<file path="config.mk">
export PLATFORM = sky130hd
export DESIGN_NAME = hazard_ctrl
export DESIGN_NICKNAME = d
export VERILOG_FILES = /design/src/rtl/hazard_ctrl_pkg.sv /design/src/rtl/hazard_ctrl_load_use_det.sv /design/src/rtl/hazard_ctrl.sv
export SDC_FILE = /design/constraint.sdc
export NUM_CORES = 1
export LEC_CHECK = 0
export BUFFER_PORTS_ARGS = -buffer_cell sky130_fd_sc_hd__clkbuf_2
export CORE_MARGIN = 8
export CORE_UTILIZATION = 30
export DETAILED_ROUTE_END_ITERATION = 10
export PLACE_DENSITY = 0.54
export SYNTH_ARGS = -nofsm -noshare
export SYNTH_HDL_FRONTEND = slang
export SYNTH_SLANG_ARGS = --single-unit
</file>
<file path="constraint.sdc">
create_clock -name clk -period 2.4 [get_ports clk]
set_clock_uncertainty 0.1 [all_clocks]
set_input_delay 0.12 -clock clk [delete_from_list [all_inputs] [get_ports clk]]
set_output_delay 0.12 -clock clk [all_outputs]
set_load 0.1 [all_outputs]
</file>
<file path="src/rtl/hazard_ctrl_pkg.sv">
`default_nettype none
// ============================================================================
// Module   : hazard_ctrl_pkg
// Purpose  : Shared pipeline types for the hazard controller: the FSM state
//            encoding, the register-number width and the NOP instruction.
// Revision : 1.0
// ============================================================================
package hazard_ctrl_pkg;

    localparam int c_REG_W = 3;

    localparam logic [15:0] c_NOP_INSTR = 16'h0000;

    typedef enum logic [1:0] {
        ST_RUN    = 2'd0,
        ST_DRAIN  = 2'd1,
        ST_HALTED = 2'd2
    } hz_state_t;

endpackage
`default_nettype wire

</file>
<file path="src/rtl/hazard_ctrl_load_use_det.sv">
`default_nettype none
// ============================================================================
// Module   : load_use_det
// Purpose  : Flags an ID-stage source read of the register a load in EX has
//            not yet produced.
// Revision : 1.0
// ============================================================================
module load_use_det
    import hazard_ctrl_pkg::*;
(
    input  logic [c_REG_W-1:0] i_id_rs,
    input  logic [c_REG_W-1:0] i_id_rt,
    input  logic               i_id_uses_rs,
    input  logic               i_id_uses_rt,
    input  logic [c_REG_W-1:0] i_ex_write_reg,
    input  logic               i_ex_regWrite,
    input  logic               i_ex_memEn,
    input  logic               i_ex_memWrite,
    output logic               o_load_use
);

    logic w_ex_is_load;
    logic w_src_match;

    assign w_ex_is_load = i_ex_regWrite & i_ex_memEn & ~i_ex_memWrite;
    assign w_src_match  = (i_id_uses_rs & (i_id_rs == i_ex_write_reg)) |
                          (i_id_uses_rt & (i_id_rt == i_ex_write_reg));
    assign o_load_use   = w_ex_is_load & w_src_match;

endmodule
`default_nettype wire

</file>
<file path="src/rtl/hazard_ctrl.sv">
`default_nettype none
// ============================================================================
// Module   : hazard_ctrl
// Purpose  : Pipeline stall/flush controller with halt drain FSM and a
//            saturating stall statistics counter.
// Revision : 1.0
// ============================================================================
module hazard_ctrl
    import hazard_ctrl_pkg::*;
#(
    parameter int DRAIN_CYCLES = 4,
    parameter int CNT_W        = 16
) (
    input  logic               clk,
    input  logic               rst,
    input  logic [c_REG_W-1:0] id_rs,
    input  logic [c_REG_W-1:0] id_rt,
    input  logic               id_uses_rs,
    input  logic               id_uses_rt,
    input  logic [c_REG_W-1:0] ex_write_reg,
    input  logic               ex_regWrite,
    input  logic               ex_memEn,
    input  logic               ex_memWrite,
    input  logic               ex_branch_taken,
    input  logic               id_halt,
    input  logic               imem_stall,
    input  logic               dmem_stall,
    output logic               pc_wr_en,
    output logic               if_id_wr_en,
    output logic               id_ex_wr_en,
    output logic               ex_mem_wr_en,
    output logic               mem_wb_wr_en,
    output logic               if_id_flush,
    output logic               id_ex_flush,
    output logic               halted,
    output logic [CNT_W-1:0]   stall_cnt
);

    localparam int c_DW = (DRAIN_CYCLES > 1) ? $clog2(DRAIN_CYCLES) : 1;
    localparam logic [c_DW-1:0] c_DRAIN_LAST = c_DW'(DRAIN_CYCLES - 1);

    hz_state_t        r_state;
    hz_state_t        w_state_nxt;
    logic [c_DW-1:0]  r_drain_cnt;
    logic [c_DW-1:0]  w_drain_nxt;
    logic [CNT_W-1:0] r_stall_cnt;
    logic             w_load_use;

    load_use_det u_load_use_det (
        .i_id_rs        (id_rs),
        .i_id_rt        (id_rt),
        .i_id_uses_rs   (id_uses_rs),
        .i_id_uses_rt   (id_uses_rt),
        .i_ex_write_reg (ex_write_reg),
        .i_ex_regWrite  (ex_regWrite),
        .i_ex_memEn     (ex_memEn),
        .i_ex_memWrite  (ex_memWrite),
        .o_load_use     (w_load_use)
    );

    always_ff @(posedge clk or negedge rst) begin
        if (!rst) begin
            r_state     <= ST_RUN;
            r_drain_cnt <= '0;
            r_stall_cnt <= '0;
        end else begin
            r_state     <= w_state_nxt;
            r_drain_cnt <= w_drain_nxt;
            if (r_state == ST_RUN && !pc_wr_en && r_stall_cnt != '1)
                r_stall_cnt <= r_stall_cnt + 1'b1;
        end
    end

    always_comb begin
        w_state_nxt  = r_state;
        w_drain_nxt  = r_drain_cnt;
        pc_wr_en     = 1'b0;
        if_id_wr_en  = 1'b0;
        id_ex_wr_en  = 1'b0;
        ex_mem_wr_en = 1'b0;
        mem_wb_wr_en = 1'b0;
        if_id_flush  = 1'b0;
        id_ex_flush  = 1'b0;

        case (r_state)
            ST_RUN: begin
                // dmem_stall leaves every enable low: a full freeze
                if (!dmem_stall) begin
                    {pc_wr_en, if_id_wr_en, id_ex_wr_en, ex_mem_wr_en, mem_wb_wr_en} = 5'b11111;
                    if (ex_branch_taken) begin
                        if_id_flush = 1'b1;
                        id_ex_flush = 1'b1;
                    end else if (w_load_use) begin
                        pc_wr_en    = 1'b0;
                        if_id_wr_en = 1'b0;
                        id_ex_flush = 1'b1;
                    end else if (imem_stall) begin
                        pc_wr_en    = 1'b0;
                        if_id_flush = 1'b1;
                    end
                    // A halt blocked by load-use is retried once the bubble is in
                    if (id_halt && !ex_branch_taken && !w_load_use) begin
                        w_state_nxt = ST_DRAIN;
                        w_drain_nxt = '0;
                    end
                end
            end
            ST_DRAIN: begin
                if (!dmem_stall) begin
                    {pc_wr_en, if_id_wr_en, id_ex_wr_en, ex_mem_wr_en, mem_wb_wr_en} = 5'b11111;
                    if (ex_branch_taken) begin
                        if_id_flush = 1'b1;
                        id_ex_flush = 1'b1;
                        w_state_nxt = ST_RUN;
                        w_drain_nxt = '0;
                    end else begin
                        pc_wr_en    = 1'b0;
                        if_id_flush = 1'b1;
                        if (r_drain_cnt == c_DRAIN_LAST)
                            w_state_nxt = ST_HALTED;
                        else
                            w_drain_nxt = r_drain_cnt + 1'b1;
                    end
                end
            end
            ST_HALTED: ;
            default:   w_state_nxt = ST_RUN;
        endcase

        if (!rst) begin
            pc_wr_en     = 1'b0;
            if_id_wr_en  = 1'b0;
            id_ex_wr_en  = 1'b0;
            ex_mem_wr_en = 1'b0;
            mem_wb_wr_en = 1'b0;
            if_id_flush  = 1'b0;
            id_ex_flush  = 1'b0;
        end
    end

    assign halted    = rst & (r_state == ST_HALTED);
    assign stall_cnt = r_stall_cnt;

endmodule
`default_nettype wire

</file>
==> impl_metrics.py, run 1 <==
metrics = {
    "min_path": {
        "holdPathEnd": "r_state[0]",
        "hold_class": "in2reg",
        "hp-start": "id_halt",
        "min_delay_path_depth": 3,
    },
    "grt": {
        "gr-total-overflow": 0,
        "antenna_found_initial": 0,
        "first_global_vias": 1233,
        "track_usage_pct": 10.7,
        "grt_max_degree": 23,
        "grt_pass1_wl_mm": 5.67,
    },
    "die": {
        "rows": 23,
        "fp.coreArea_um2": 4000,
        "initial_core_util_pct": 31.1,
        "die_h_um": 80.4,
        "die_w_um": 80.4,
        "design.die.area_um2": 6470,
        "pin_count": 44,
    },
    "setup_path": {
        "r2r_end": "stall_cnt[1]",
        "critPathMaxFanout": 22,
        "rrSetupSlack_ns": 0.36,
        "r2r-start": "stall_cnt[0]",
        "worstSetupPathType": "in2out",
        "worstRegToRegCells": 6,
        "cp-start-kind": "input port",
        "required_ns": 2.18,
        "worstPathArrival_ns": 1.85,
        "cp-end-kind": "output port",
    },
    "power": {
        "vdd_drop_max_mv": 0.744,
        "total_power_w": 0.00179,
        "seq_power_share_pct": 29.6,
        "p_sw_share_pct": 54.0,
        "pwr_density_cell_nw_per_um2": 1100,
        "p_int_w": 0.000822,
        "p_leak_nw": 0.747,
        "combPwrFrac_pct": 55.8,
        "clock_power_share_pct": 14.6,
        "power_switching_w": 0.000964,
    },
    "timing": {
        "rsz0062_at_grt": "false",
        "whs_ns": 0.0427,
        "worstMarginPinSlew_ns": 0.556,
        "fin_crit_ns": 2.07,
        "setup_viol": 0,
        "fmax_ghz": 0.482,
        "finalCritPeriodShare_pct": 86.4,
        "hold_viol": 0,
        "maxSlewHeadroom_pct": 62.9,
        "setup_ws_ns": 0.326,
        "drv_slew": 0,
    },
    "place": {
        "hpwl_mm": 2.69,
        "pre_cts_ws_ns": 0.369,
        "place.gp.congestion": 0.815,
        "io_buffers": 43,
    },
    "synth": {
        "synth-compound-area-share_pct": 13.9,
        "synth_fa_ha_area_share_pct": 2.01,
        "synth_top_family_by_area": "simple AND/OR/NAND/NOR gates",
        "syn_area_per_cell_um2": 10.1,
        "synth_edf_count": 0,
        "yosysWarnings": 0,
        "synth_nets": 145,
        "async_reset_ff_share_pct": 100,
        "synthXorXnorAreaFrac_pct": 14.8,
        "synth-main-ff-cell": "dfrtp_1",
        "synthMuxAreaShare_pct": 2.01,
        "netlist_area_um2": 1240,
        "synth-seq-cells": 20,
        "synth_cells": 123,
        "yosys.area_share.simple_pct": 24.4,
        "yosysUniqueCellTypes": 35,
        "seq_area_frac_synth_pct": 40.2,
    },
    "run_status": {
        "outcome": "completed",
    },
    "drt": {
        "dr_wl_met2_mm": 1.69,
        "wl_per_cell_um": 15.0,
        "drt_iter0_drc": 34,
        "wl_met1_mm": 1.40,
        "wirelength_mm": 3.29,
        "wl_met3_um": 149,
        "ant_nets": 0,
        "dr.pass1.iters": 4,
        "top_layer": "met4",
        "via_per_inst": 5.07,
        "drc": 0,
        "vias": 1111,
    },
    "clock_tree": {
        "post-cts-setup-buffer-count": 0,
        "insertion_delay_ns": 0.26,
        "root_buffer": "clkbuf_8",
        "cts_resized": 0,
        "cts_tree": "done",
        "hold_buffers": 1,
        "clkSinkCount": 20,
        "clk_path_buf_depth": 2,
        "cts_buffers": 3,
        "clk_pin_slew_ns": 0.08,
        "h-tree-depth": 1,
    },
    "finish": {
        "nets": 192,
        "mostFrequentLayoutCell": "clkbuf_2",
        "nFillCells": 398,
        "layout-drive-gt1-share_pct": 38.5,
        "area_growth_syn_to_layout_pct": 30.8,
        "antennaDiodeCount": 0,
        "final_cell_mix": "clkbuf_2, xnor2_1, dfrtp_1",
    },
    "flow_run": {
        "cap_violations": 0,
    },
}
logic make-up (layout without fill, tap and decap cells):
kind of cell | after synthesis | in the layout
XOR/XNOR | 21 | 21
multiplexers | 2 | 2
buffers and inverters | 7 | 53
flip-flops | 20 | 20
adder cells (fa/ha/maj) | 2 | 2
AO/OA/AOI/OAI | 23 | 23
AND/OR/NAND/NOR | 48 | 48
cell usage after synthesis, types with 3 or more instances:
cell / number / share of area (%)
o21ai_0: 6 / 2.4
nand4_1: 10 / 5.0
xnor2_1: 21 / 15
dfrtp_1: 20 / 40
inv_1: 3 / 0.90
and3_1: 7 / 3.5
a21oi_1: 5 / 2.0
nand3_1: 3 / 1.2
nand2_1: 5 / 1.5
nor2_1: 7 / 2.1
registers in the layout, summed over array words and instances, names as in the netlist:
name and flops:
r_drain_cnt 2, r_state 2, stall_cnt 16
power groups by stage:
stage	registers, W	clock network [W]	logic [W]
2_1_floorplan	0.000920	0	0.000425
3_3_place_gp	0.000526	0	0.000995
3_5_place_dp	0.000534	0	0.00101
4_1_cts	0.000528	0.000265	0.00101
5_1_grt	0.000546	0.000280	0.00106
6_report	0.000528	0.000261	0.000997
critical path, cell delays in order:
cell and delay [ns]:
dlygate4sd3_1 0.53, clkbuf_2 0.10, buf_4 0.27, nand2_1 0.19, inv_1 0.16, clkbuf_2 0.48
through the flow:
step           std cells  setup TNS (ns)  util, %  area, um2
2_1_floorplan        123         -0.0440        -       1260
3_3_place_gp         214               0     39.1       1560
3_5_place_dp         214               0     39.1       1560
4_1_cts              219               0     40.7       1630
5_1_grt              219               0     40.7       1630
6_report             219               0     40.7       1630
cell type report:
cell class	instances	area, um2	area share (%)
Timing Repair Buffer	46	270	16.6
Inverter	3	11.3	0.692
Tap cell	50	62.6	3.84
Sequential cell	20	504	31.0
Clock buffer	4	55.1	3.38
Multi-Input combinational cell	96	724	44.5
metal layers:
metal  vias up  GRT usage (%)
met1       529           12.2
met3         7           2.12
met4         0           4.00
li1        551              -
met5         -              0
met2        24           18.9
worst max path at each step:
stage | start | end | slack, ns
4_1_cts | rst | mem_wb_wr_en | 0.27
2_1_floorplan | ex_write_reg[1] | id_ex_flush | -0.04
6_report | rst | ex_mem_wr_en | 0.33
3_3_place_gp | stall_cnt[0] | stall_cnt[1] | 0.43
5_1_grt | rst | ex_mem_wr_en | 0.13
3_5_place_dp | stall_cnt[0] | stall_cnt[1] | 0.37
No activity file was read; power rests on OpenSTA's default activity.
==> run 2: changes to the inputs <==
CORE_UTILIZATION = 41   (was 30)
PLACE_DENSITY = 0.69   (was 0.54)
==> run 2 against run 1 <==
Compared with the run above:
- design area down 3.2%
- flip-flop and latch count unchanged
- highest routed layer unchanged
- clock power down 27%
- die area down 22%
==> impl_metrics.py, run 2 (same netlist as run 1, synthesis figures left out) <==
metrics = {
    "setup_path": {
        "crit_chain": "dlygate4sd3_1 -> clkbuf_2 -> nor2b_2 -> nor2b_2 -> nand2_1 -> o2bb2ai_2 -> buf_4",
        "critical-path-max-stage-delay_ns": 0.52,
        "worstSetupPathType": "in2out",
        "critPathSlowestCell": "dlygate4sd3_1",
        "worstPathArrival_ns": 1.85,
        "required_ns": 2.18,
        "rrSetupSlack_ns": 0.39,
        "cp-end-kind": "output port",
        "cp-start-kind": "input port",
        "critPathMostFrequentCell": "nor2b_2",
        "critPathMaxFanout": 6,
    },
    "finish": {
        "mostFrequentLayoutCell": "clkbuf_2",
        "final_cell_mix": "clkbuf_2, xnor2_1, dfrtp_1",
        "area_growth_syn_to_layout_pct": 26.5,
        "antennaDiodeCount": 0,
        "nFillCells": 281,
        "largest_reg_flops": 16,
        "nets": 192,
        "layout-drive-gt1-share_pct": 38.5,
        "fin_cells": 202,
    },
    "power": {
        "vdd_drop_max_mv": 0.892,
        "power_switching_w": 0.000954,
        "p_sw_share_pct": 55.6,
        "total_power_w": 0.00172,
        "pwr_density_cell_nw_per_um2": 1090,
        "seq_power_share_pct": 30.9,
        "p_int_w": 0.000763,
        "combPwrFrac_pct": 58.0,
        "p_leak_nw": 0.736,
        "clock_power_share_pct": 11.1,
    },
    "place": {
        "place.gp.congestion": 0.843,
        "io_buffers": 43,
        "hpwl_mm": 2.50,
        "dp_cells": 197,
    },
    "clock_tree": {
        "cts_tree": "done",
        "cts_buffers": 3,
        "h-tree-depth": 1,
        "insertion_delay_ns": 0.29,
        "root_buffer": "clkbuf_4",
        "clkSinkCount": 20,
        "post-cts-setup-buffer-count": 0,
        "clk_path_buf_depth": 2,
        "clk_pin_slew_ns": 0.11,
    },
    "drt": {
        "vias": 1133,
        "drc": 0,
        "wl_per_cell_um": 15.2,
        "wirelength_mm": 3.08,
        "ant_nets": 0,
        "dr.pass1.iters": 4,
        "via_per_inst": 5.61,
        "drt_iter0_drc": 49,
    },
    "flow_run": {
        "cap_violations": 0,
    },
    "die": {
        "die_h_um": 71.1,
        "rows": 20,
        "die_w_um": 71.1,
        "fp.coreArea_um2": 2980,
        "design.die.area_um2": 5060,
        "initial_core_util_pct": 41.8,
        "pin_count": 44,
    },
    "grt": {
        "grt_max_degree": 23,
        "track_usage_pct": 12.7,
        "gr-total-overflow": 0,
        "first_global_vias": 1224,
        "grt_pass1_wl_mm": 5.35,
        "antenna_found_initial": 0,
    },
    "timing": {
        "setup_viol": 0,
        "drv_slew": 0,
        "fmax_ghz": 0.482,
        "finalCritPeriodShare_pct": 86.4,
        "rsz0062_at_grt": "false",
        "hold_viol": 0,
        "maxSlewHeadroom_pct": 63.2,
        "fin_crit_ns": 2.07,
        "worstMarginPinSlew_ns": 0.554,
    },
    "min_path": {
        "hold_class": "in2reg",
    },
    "run_status": {
        "outcome": "completed",
    },
}
[run 2: path summary, 6_finish.rpt]
check,startpoint,to,depth (start not counted)
worst max-delay path,rst,pc_wr_en,7
worst min-delay path,id_halt,r_state[0],3
worst max register to register,stall_cnt[0],stall_cnt[1],6
worst min register to register,stall_cnt[15],stall_cnt[15],1
max in group asynchronous,rst,stall_cnt[0],3
min in group asynchronous,rst,stall_cnt[9],3
[run 2: final cells by class]
class | count | area (um2) | area share, %
flip-flops and latches | 20 | 504 | 32.0
clock buffers | 4 | 36.3 | 2.30
multi-input cells | 96 | 724 | 46.0
well taps | 33 | 41.3 | 2.62
inverters | 3 | 11.3 | 0.715
repair buffers | 46 | 258 | 16.4
[run 2: routing by layer]
metal  GRT usage (%)  share of wire, %  up-vias
li1                -                 -      550
met1            13.3                38      550
met2            23.3                54       31
met3            3.95               6.6        2
met4            4.39              0.65        0
met5               0                 0        -
[run 2: power by group through the flow]
| stage | Combinational [W] | Sequential, W | Clock (W) |
|---|---|---|---|
| finish | 0.000996 | 0.000530 | 0.000191 |
| global route | 0.00106 | 0.000543 | 0.000213 |
| CTS | 0.00100 | 0.000528 | 0.000204 |
| detailed placement | 0.000996 | 0.000534 | 0 |
| global placement | 0.000982 | 0.000527 | 0 |
| floorplan | 0.000425 | 0.000920 | 0 |
[run 2: per-stage QoR]
stage / util, % / instance area (um2) / setup TNS (ns) / setup WS [ns] / hold WS (ns)
final: 52.9 / 1580 / 0 / 0.327 / 0.0180
after CTS: 52.9 / 1580 / 0 / 0.284 / 0.000976
after floorplan: - / 1260 / -0.0440 / -0.0440 / -0.276
after detailed placement: 51.3 / 1530 / 0 / 0.394 / 0.0208
after global routing: 52.9 / 1580 / 0 / 0.173 / 0.000755
after global placement: 51.3 / 1530 / 0 / 0.446 / 0.0246
[run 2: critical path, delay by kind of cell]
family | cells | cell delay, ns
buffers and inverters | 3 | 0.92
AND/OR/NAND/NOR | 3 | 0.64
AO/OA/AOI/OAI | 1 | 0.16
[run 2: what timing repair did]
action                    in CTS  in global routing
resized for setup              0                  0
hold buffers                   1                  0
hold endpoints to repair      20                  0
